### config.mk
export PLATFORM = sky130hd
export DESIGN_NAME = incdec_microsequencer_flat
export DESIGN_NICKNAME = d
export VERILOG_FILES = /design/src/rtl/incdec_microsequencer_if.sv /design/src/rtl/incdec_microsequencer.sv /design/src/flat_wrapper.sv
export SDC_FILE = /design/constraint.sdc
export NUM_CORES = 1
export LEC_CHECK = 0
export CAP_MARGIN = 20
export CELL_PAD_IN_SITES_DETAIL_PLACEMENT = 0
export CELL_PAD_IN_SITES_GLOBAL_PLACEMENT = 1
export CORE_AREA = 2 2 79 81
export DETAILED_ROUTE_END_ITERATION = 10
export DIE_AREA = 0 0 81 83
export PLACE_DENSITY_LB_ADDON = 0.05
export SYNTH_ARGS = -nofsm -noshare
export SYNTH_HDL_FRONTEND = slang
export SYNTH_SLANG_ARGS = --single-unit
### constraint.sdc
create_clock -name i_clk -period 1.45 [get_ports i_clk]
set_input_delay 0.2175 -clock i_clk [delete_from_list [all_inputs] [get_ports i_clk]]
set_output_delay 0.2175 -clock i_clk [all_outputs]
set_load 0.01 [all_outputs]
### src/rtl/incdec_microsequencer_if.sv
// Handshake and control-strobe bundle between opcode fetch and the INC/DEC microsequencer.
// master drives the request side; slave is the sequencer itself.
interface incdec_microsequencer_if;
   logic       Start;
   logic [7:0] Opcode;
   logic       MemReady;
   logic       Busy;
   logic [3:0] TState;
   logic [2:0] RegSel;
   logic [1:0] PairSel;
   logic       RegWrite;
   logic       PairWriteLo;
   logic       PairWriteHi;
   logic       AluAdd;
   logic       AluSub;
   logic       FlagWrite;
   logic       AddrHL;
   logic       MemRead;
   logic       MemWrite;
   logic       DtWrite;
   logic       Done;
   logic       Illegal;

   modport master (
      output Start, Opcode, MemReady,
      input  Busy, TState, RegSel, PairSel, RegWrite, PairWriteLo, PairWriteHi,
             AluAdd, AluSub, FlagWrite, AddrHL, MemRead, MemWrite, DtWrite, Done, Illegal
   );

   modport slave (
      input  Start, Opcode, MemReady,
      output Busy, TState, RegSel, PairSel, RegWrite, PairWriteLo, PairWriteHi,
             AluAdd, AluSub, FlagWrite, AddrHL, MemRead, MemWrite, DtWrite, Done, Illegal
   );
endinterface

### src/rtl/incdec_microsequencer.sv
// Clocked INC/DEC r, INC/DEC (HL) and INC/DEC rr sequencer with its own T-state counter
// and MemReady-stretched memory accesses.
module incdec_microsequencer #(
   parameter int MEM_CYCLE_T = 3,
   parameter bit WAIT_EN     = 1'b1,
   parameter bit RP16_EN     = 1'b1
) (
   input logic              i_clk,
   input logic              i_notReset,
   incdec_microsequencer_if.slave io_bus
);
   typedef enum logic [2:0] {IDLE, EXEC, RD, ALU, WR, RPLO, RPHI} state_t;

   localparam int unsigned            LAST_I = MEM_CYCLE_T - 1;
   localparam logic [MEM_CYCLE_T-1:0] LAST   = LAST_I[MEM_CYCLE_T-1:0];

   state_t                 r_state;
   logic [MEM_CYCLE_T-1:0] r_cnt;
   logic                   r_dec;
   logic                   r_busy;
   logic [3:0]             r_tstate;
   logic [2:0]             r_regsel;
   logic [1:0]             r_pairsel;
   logic                   r_regwrite, r_pwlo, r_pwhi, r_add, r_sub, r_flag;
   logic                   r_addrhl, r_mrd, r_mwr, r_dt, r_done, r_ill;

   logic w_ready, w_last, w_r8, w_mem, w_r16, w_acc_end;

   function automatic logic [3:0] sat_inc(input logic [3:0] v);
      return (v == 4'hF) ? v : v + 4'd1;
   endfunction

   assign w_ready = !WAIT_EN || io_bus.MemReady;
   assign w_last  = (r_cnt == LAST);
   assign w_r8    = (io_bus.Opcode[7:6] == 2'b00) && (io_bus.Opcode[2:1] == 2'b10) &&
                    (io_bus.Opcode[5:3] != 3'b110);
   assign w_mem   = (io_bus.Opcode[7:6] == 2'b00) && (io_bus.Opcode[2:1] == 2'b10) &&
                    (io_bus.Opcode[5:3] == 3'b110);
   assign w_r16   = RP16_EN && (io_bus.Opcode[7:6] == 2'b00) && (io_bus.Opcode[2:0] == 3'b011);
   assign w_acc_end = w_last && w_ready;

   always_ff @(posedge i_clk) begin
      if (!i_notReset) begin
         r_state    <= IDLE;
         r_cnt      <= '0;
         r_dec      <= 1'b0;
         r_busy     <= 1'b0;
         r_tstate   <= 4'd0;
         r_regsel   <= 3'd0;
         r_pairsel  <= 2'd0;
         r_regwrite <= 1'b0; r_pwlo <= 1'b0; r_pwhi <= 1'b0;
         r_add      <= 1'b0; r_sub  <= 1'b0; r_flag <= 1'b0;
         r_addrhl   <= 1'b0; r_mrd  <= 1'b0; r_mwr  <= 1'b0;
         r_dt       <= 1'b0; r_done <= 1'b0; r_ill  <= 1'b0;
      end else begin
         // Strobes default low; each branch raises those of the state being entered.
         r_regwrite <= 1'b0; r_pwlo <= 1'b0; r_pwhi <= 1'b0;
         r_add      <= 1'b0; r_sub  <= 1'b0; r_flag <= 1'b0;
         r_addrhl   <= 1'b0; r_mrd  <= 1'b0; r_mwr  <= 1'b0;
         r_dt       <= 1'b0; r_done <= 1'b0; r_ill  <= 1'b0;
         r_busy     <= 1'b1;
         r_tstate   <= sat_inc(r_tstate);
         case (r_state)
            IDLE: begin
               r_busy   <= 1'b0;
               r_tstate <= 4'd0;
               if (io_bus.Start) begin
                  if (w_r8 || w_mem || w_r16) begin
                     r_busy    <= 1'b1;
                     r_tstate  <= 4'd1;
                     r_regsel  <= io_bus.Opcode[5:3];
                     r_pairsel <= io_bus.Opcode[5:4];
                     r_cnt     <= '0;
                  end
                  if (w_r8) begin
                     r_state    <= EXEC;
                     r_regwrite <= 1'b1;
                     r_flag     <= 1'b1;
                     r_add      <= !io_bus.Opcode[0];
                     r_sub      <= io_bus.Opcode[0];
                     r_done     <= 1'b1;
                  end else if (w_mem) begin
                     r_state  <= RD;
                     r_dec    <= io_bus.Opcode[0];
                     r_addrhl <= 1'b1;
                     r_mrd    <= 1'b1;
                  end else if (w_r16) begin
                     r_state <= RPLO;
                     r_dec   <= io_bus.Opcode[3];
                     r_pwlo  <= 1'b1;
                     r_add   <= !io_bus.Opcode[3];
                     r_sub   <= io_bus.Opcode[3];
                  end else begin
                     r_ill <= 1'b1;
                  end
               end
            end
            RD: begin
               r_addrhl <= 1'b1;
               r_mrd    <= 1'b1;
               if (!w_last) begin
                  r_cnt <= r_cnt + 1'b1;
               end else if (w_ready) begin
                  r_state  <= ALU;
                  r_addrhl <= 1'b0;
                  r_mrd    <= 1'b0;
                  r_add    <= !r_dec;
                  r_sub    <= r_dec;
                  r_flag   <= 1'b1;
                  r_dt     <= 1'b1;
               end
            end
            ALU: begin
               r_state  <= WR;
               r_cnt    <= '0;
               r_addrhl <= 1'b1;
               r_mwr    <= 1'b1;
            end
            WR: begin
               r_addrhl <= 1'b1;
               r_mwr    <= 1'b1;
               if (!w_last) begin
                  r_cnt <= r_cnt + 1'b1;
               end else if (w_ready) begin
                  r_state  <= IDLE;
                  r_busy   <= 1'b0;
                  r_tstate <= 4'd0;
                  r_addrhl <= 1'b0;
                  r_mwr    <= 1'b0;
               end
            end
            RPLO: begin
               r_state <= RPHI;
               r_pwhi  <= 1'b1;
               r_add   <= !r_dec;
               r_sub   <= r_dec;
               r_done  <= 1'b1;
            end
            default: begin
               r_state  <= IDLE;
               r_busy   <= 1'b0;
               r_tstate <= 4'd0;
            end
         endcase
      end
   end

   // The access-completing strobes must follow MemReady within the same cycle, so the
   // registered state is qualified by the live handshake here.
   assign io_bus.DtWrite = r_dt   || ((r_state == RD) && w_acc_end);
   assign io_bus.Done    = r_done || ((r_state == WR) && w_acc_end);

   assign io_bus.Busy        = r_busy;
   assign io_bus.TState      = r_tstate;
   assign io_bus.RegSel      = r_regsel;
   assign io_bus.PairSel     = r_pairsel;
   assign io_bus.RegWrite    = r_regwrite;
   assign io_bus.PairWriteLo = r_pwlo;
   assign io_bus.PairWriteHi = r_pwhi;
   assign io_bus.AluAdd      = r_add;
   assign io_bus.AluSub      = r_sub;
   assign io_bus.FlagWrite   = r_flag;
   assign io_bus.AddrHL      = r_addrhl;
   assign io_bus.MemRead     = r_mrd;
   assign io_bus.MemWrite    = r_mwr;
   assign io_bus.Illegal     = r_ill;
endmodule

### src/flat_wrapper.sv
// flat-port wrapper written by rule: the top's interface ports become plain ports
module incdec_microsequencer_flat 
#(
   parameter int MEM_CYCLE_T = 3,
   parameter bit WAIT_EN     = 1'b1,
   parameter bit RP16_EN     = 1'b1
)
  (i_clk, i_notReset, io_bus_Start, io_bus_Opcode, io_bus_MemReady, io_bus_Busy, io_bus_TState, io_bus_RegSel, io_bus_PairSel, io_bus_RegWrite, io_bus_PairWriteLo, io_bus_PairWriteHi, io_bus_AluAdd, io_bus_AluSub, io_bus_FlagWrite, io_bus_AddrHL, io_bus_MemRead, io_bus_MemWrite, io_bus_DtWrite, io_bus_Done, io_bus_Illegal);
  incdec_microsequencer_if io_bus_i ();
  input logic i_clk;
  input logic i_notReset;
  input wire logic [$bits(io_bus_i.Start)-1:0] io_bus_Start;
  input wire logic [$bits(io_bus_i.Opcode)-1:0] io_bus_Opcode;
  input wire logic [$bits(io_bus_i.MemReady)-1:0] io_bus_MemReady;
  output wire logic [$bits(io_bus_i.Busy)-1:0] io_bus_Busy;
  output wire logic [$bits(io_bus_i.TState)-1:0] io_bus_TState;
  output wire logic [$bits(io_bus_i.RegSel)-1:0] io_bus_RegSel;
  output wire logic [$bits(io_bus_i.PairSel)-1:0] io_bus_PairSel;
  output wire logic [$bits(io_bus_i.RegWrite)-1:0] io_bus_RegWrite;
  output wire logic [$bits(io_bus_i.PairWriteLo)-1:0] io_bus_PairWriteLo;
  output wire logic [$bits(io_bus_i.PairWriteHi)-1:0] io_bus_PairWriteHi;
  output wire logic [$bits(io_bus_i.AluAdd)-1:0] io_bus_AluAdd;
  output wire logic [$bits(io_bus_i.AluSub)-1:0] io_bus_AluSub;
  output wire logic [$bits(io_bus_i.FlagWrite)-1:0] io_bus_FlagWrite;
  output wire logic [$bits(io_bus_i.AddrHL)-1:0] io_bus_AddrHL;
  output wire logic [$bits(io_bus_i.MemRead)-1:0] io_bus_MemRead;
  output wire logic [$bits(io_bus_i.MemWrite)-1:0] io_bus_MemWrite;
  output wire logic [$bits(io_bus_i.DtWrite)-1:0] io_bus_DtWrite;
  output wire logic [$bits(io_bus_i.Done)-1:0] io_bus_Done;
  output wire logic [$bits(io_bus_i.Illegal)-1:0] io_bus_Illegal;
  assign io_bus_i.Start = io_bus_Start;
  assign io_bus_i.Opcode = io_bus_Opcode;
  assign io_bus_i.MemReady = io_bus_MemReady;
  assign io_bus_Busy = io_bus_i.Busy;
  assign io_bus_TState = io_bus_i.TState;
  assign io_bus_RegSel = io_bus_i.RegSel;
  assign io_bus_PairSel = io_bus_i.PairSel;
  assign io_bus_RegWrite = io_bus_i.RegWrite;
  assign io_bus_PairWriteLo = io_bus_i.PairWriteLo;
  assign io_bus_PairWriteHi = io_bus_i.PairWriteHi;
  assign io_bus_AluAdd = io_bus_i.AluAdd;
  assign io_bus_AluSub = io_bus_i.AluSub;
  assign io_bus_FlagWrite = io_bus_i.FlagWrite;
  assign io_bus_AddrHL = io_bus_i.AddrHL;
  assign io_bus_MemRead = io_bus_i.MemRead;
  assign io_bus_MemWrite = io_bus_i.MemWrite;
  assign io_bus_DtWrite = io_bus_i.DtWrite;
  assign io_bus_Done = io_bus_i.Done;
  assign io_bus_Illegal = io_bus_i.Illegal;
  incdec_microsequencer #(.MEM_CYCLE_T(MEM_CYCLE_T), .WAIT_EN(WAIT_EN), .RP16_EN(RP16_EN)) u_core (.i_clk(i_clk), .i_notReset(i_notReset), .io_bus(io_bus_i));
endmodule
==> results by group <==
Yosys
  • Syn nets: between 150 and 200
  • Average size of a mapped cell: 9.12 um^2
  • Synth Instances: ~160
  • Count of different cell masters after synthesis: 48
  • Post-synthesis sequential area ratio: 0.378
  • Syn. warnings: 0
  • Synth Cell Area: ~1400 um^2
  • Yosys reg bits: 27

Pwr
  • VDD IR-drop max: roughly 400 uV
  • Internal Power: 1060 uW
  • Pleak: between 0.001 and 0.0015 uW
  • Flop pwr share: 0.533
  • Clock power frac: 0.320
  • Total net switching power: 354 uW
  • PwrDens: about 620 nW/um^2
  • Logic pwr share: 0.148
  • Sw Ratio: 0.250

Global route
  • Gr usage total: 0.130
  • Vias in the first global route: 1,464
  • Initial antenna violation count: 0
  • Grt ovf: 0
  • Largest net degree at the start of global routing: 17
  • First-pass GRT wire length: just under 7 mm

Routing
  • DR iter-0 viols: 31
  • DR pass1 iterations: 4
  • WL final: approximately 4.1 mm
  • DRC viols: 0
  • Via count: about 1.4k
  • WL/cell: 13.6 um
  • Routed Antenna Nets: 0
  • Routed vias/inst: 4.77

Clock tree
  • Worst-skew pair later-pin latency: roughly 0.28 ns
  • H-tree Lvls: 1
  • CTS clock-pin slew for the worst setup and hold paths: ~0.1 ns
  • CTS root buffer: clkbuf_8
  • Cts bufs inserted: 3
  • CTS Hold Bufs: 0
  • Clock Tree Buf Depth: 2
  • CTS sink count: 27
  • CTS tree: yes

STA
  • Tcrit/Tclk final: 1.07
  • Final setup skew: 0.00797 ns
  • Normalized max-slew margin: 0.771
  • Setup ws final: -0.102 ns
  • RSZ-0062 raised after global routing: yes
  • Final Max Tran Viols: 0
  • Post-layout min period: roughly 1.6 ns
  • Hold slack: 0.470 ns
  • Final Hold Viols: 0
  • Worst-Margin Slew: 0.341 ns
  • Max Freq: 644 MHz
  • Final Setup Violations: 3

Floorplan
  • I/O pins: 34
  • Starting density of the core: 0.246
  • Core area: 5820 um^2
  • Die Y-Extent: roughly 83 um
  • Die area: 6720 um^2
  • Die width: 81 um
  • Row cnt: 28

Setup path
  • Crit-path max FO: 3
  • Crit Path Class: reg2out
  • Startpoint Class: flop
  • Critical Path AT: around 1.3 ns
  • Critical Path RT: 1.23 ns
  • Worst Setup End Kind: primary output

Layout
  • Layout Cells excl Fill: 303
  • Final #Nets: around 240
  • ANT cells: 0
  • Synth-to-Final Area Change: 59.4%
  • Register area: between 500 and 600 um^2
  • Filler cells: between 600 and 700
  • Layout cells sized above 1: 0.355
  • Area of the multi-input gates: 863 um^2

Placement
  • Final HPWL DP: 3.16 mm
  • Placed Instances: 294
  • Port Buffer Count: 33
  • GP Congestion: ~0.80
  • Place WS: -0.394 ns

Run status
  • Status: finished with violations
  • Violated checks: negative setup slack

Run
  • Max cap viols: 0

Min path
  • Hold Crit Class: reg2reg
-- cell usage in the layout (no fill, tap or decap), types with 4 or more instances in the layout --
cell             netlist  final
a21oi_1                6      5
a31oi_1                4      4
buf_4                  2     41
clkdlybuf4s50_1        0     25
dfxtp_1               27     18
dfxtp_2                0      7
dlymetal6s2s_1         0      6
inv_1                  5      4
mux2i_1                5      5
nand2_1               12     12
nand2b_1               7      7
nand3_1                6      6
nand4_1                5      5
nor2_1                13     13
nor2b_1                5      4
o21ai_1                6      6
-- Yosys cell counts, drive strengths merged --
master   count  share of area
o21ai        7          0.027
and2b        1         0.0052
nand2b       7          0.031
a32oi        3          0.018
o311a        1         0.0070
nor3         2         0.0070
o21a         1         0.0052
o221ai       1          0.010
o41ai        1         0.0061
a21oi        6          0.021
a21boi       1         0.0052
a21o         2          0.010
and3         1         0.0044
nand3b       1         0.0052
a31oi        5          0.026
a41o         1         0.0070
mux2i        5          0.035
nand4bb      1         0.0079
nor2b        5          0.022
nand4b       2          0.012
and3b        3          0.018
o31ai        1         0.0087
nand4        5          0.022
clkbuf       2         0.0052
a211oi       1         0.0052
nand2       12          0.031
dfxtp       27           0.38
or2          2         0.0087
o22a         1         0.0061
nor4b        2          0.033
or3b         1         0.0061
nand3        6          0.021
o211ai       2          0.024
nor4         1         0.0044
o22ai        2         0.0087
o2111a       1         0.0079
a2111oi      1         0.0061
xnor2        1         0.0061
inv          5          0.013
nor2        15          0.043
buf          9          0.044
ha           3          0.026
-- stage by stage --
| stage | cell area, um^2 | power (uW) | setup TNS (ns) | util |
|---|---|---|---|---|
| global placement | 2110 | 973 | -6.04 | 0.363 |
| CTS | 2220 | 1440 | -0.191 | 0.381 |
| finish | 2280 | 1410 | -0.222 | 0.392 |
| floorplan | 1450 | 848 | 0 | - |
| detailed placement | 2110 | 975 | -6.16 | 0.363 |
| global route | 2280 | 1470 | -0.668 | 0.392 |
-- sequential cells by signal, summed over array words and instances (netlist names), 2 cells and up --
signal,count
u_core.io_bus.TState,4
u_core.r_cnt,3
u_core.r_state,3
u_core.io_bus.PairSel,2
-- critical path: stages (launching register included) --
cell	delay, ns
dfxtp_2	0.34
inv_2	0.07
ha_4	0.13
nor2b_4	0.15
nand4_1	0.13
nand2b_1	0.10
buf_2	0.13
-- power by group through the flow --
stage / clock (uW) / combinational (uW) / sequential, uW
floorplan: 0 / 72.5 / 776
global placement: 0 / 200 / 773
detailed placement: 0 / 203 / 773
CTS: 474 / 207 / 757
global route: 492 / 228 / 755
finish: 452 / 209 / 753
-- final timing paths --
check                     startpoint                       to  slack, ns  cells after the start
max reg2reg          u_core.r_cnt[0]          u_core.r_cnt[2]      -0.07                      7
min          u_core.io_bus.TState[3]  u_core.io_bus.TState[3]       0.47                      1
max                  u_core.r_cnt[0]           io_bus_DtWrite      -0.10                      6
min reg2reg  u_core.io_bus.TState[3]  u_core.io_bus.TState[3]       0.47                      1
-- final cells by class --
class                   count  area share
multi-input cells         114       0.378
repair buffers             78       0.307
flip-flops and latches     27       0.244
well taps                  75      0.0411
clock buffers               3      0.0181
inverters                   5     0.00822
clock inverters             1     0.00329
-- routing by layer --
metal / wire length (um) / part of all wire / GRT usage / vias to the layer above
li1: - / - / - / 713
met1: 1760 / 0.43 / 0.156 / 693
met2: 2150 / 0.52 / 0.225 / 32
met3: 161 / 0.039 / 0.0293 / 6
met4: 55 / 0.013 / 0.0447 / 0
met5: 0 / 0 / 0 / -
-- cell families (layout without fill, tap and decap cells) --
family,count (synthesis),after routing,synth area share
AOI/OAI and AO/OA,38,38,0.211
xor gates and xnor gates,1,1,0.00612
adders and majority gates,3,3,0.0262
buffers and inverters,16,87,0.0621
DFF,27,27,0.378
muxes,5,5,0.0350
and+or+nand+nor,67,67,0.282
-- timing repair --
action	in CTS	in global routing
setup buffers	4	2
setup endpoints to repair	18	18
resized for setup	23	18
hold endpoints to repair	0	0
pin swaps	9	10
No activity file was read; power rests on OpenSTA's default activity.
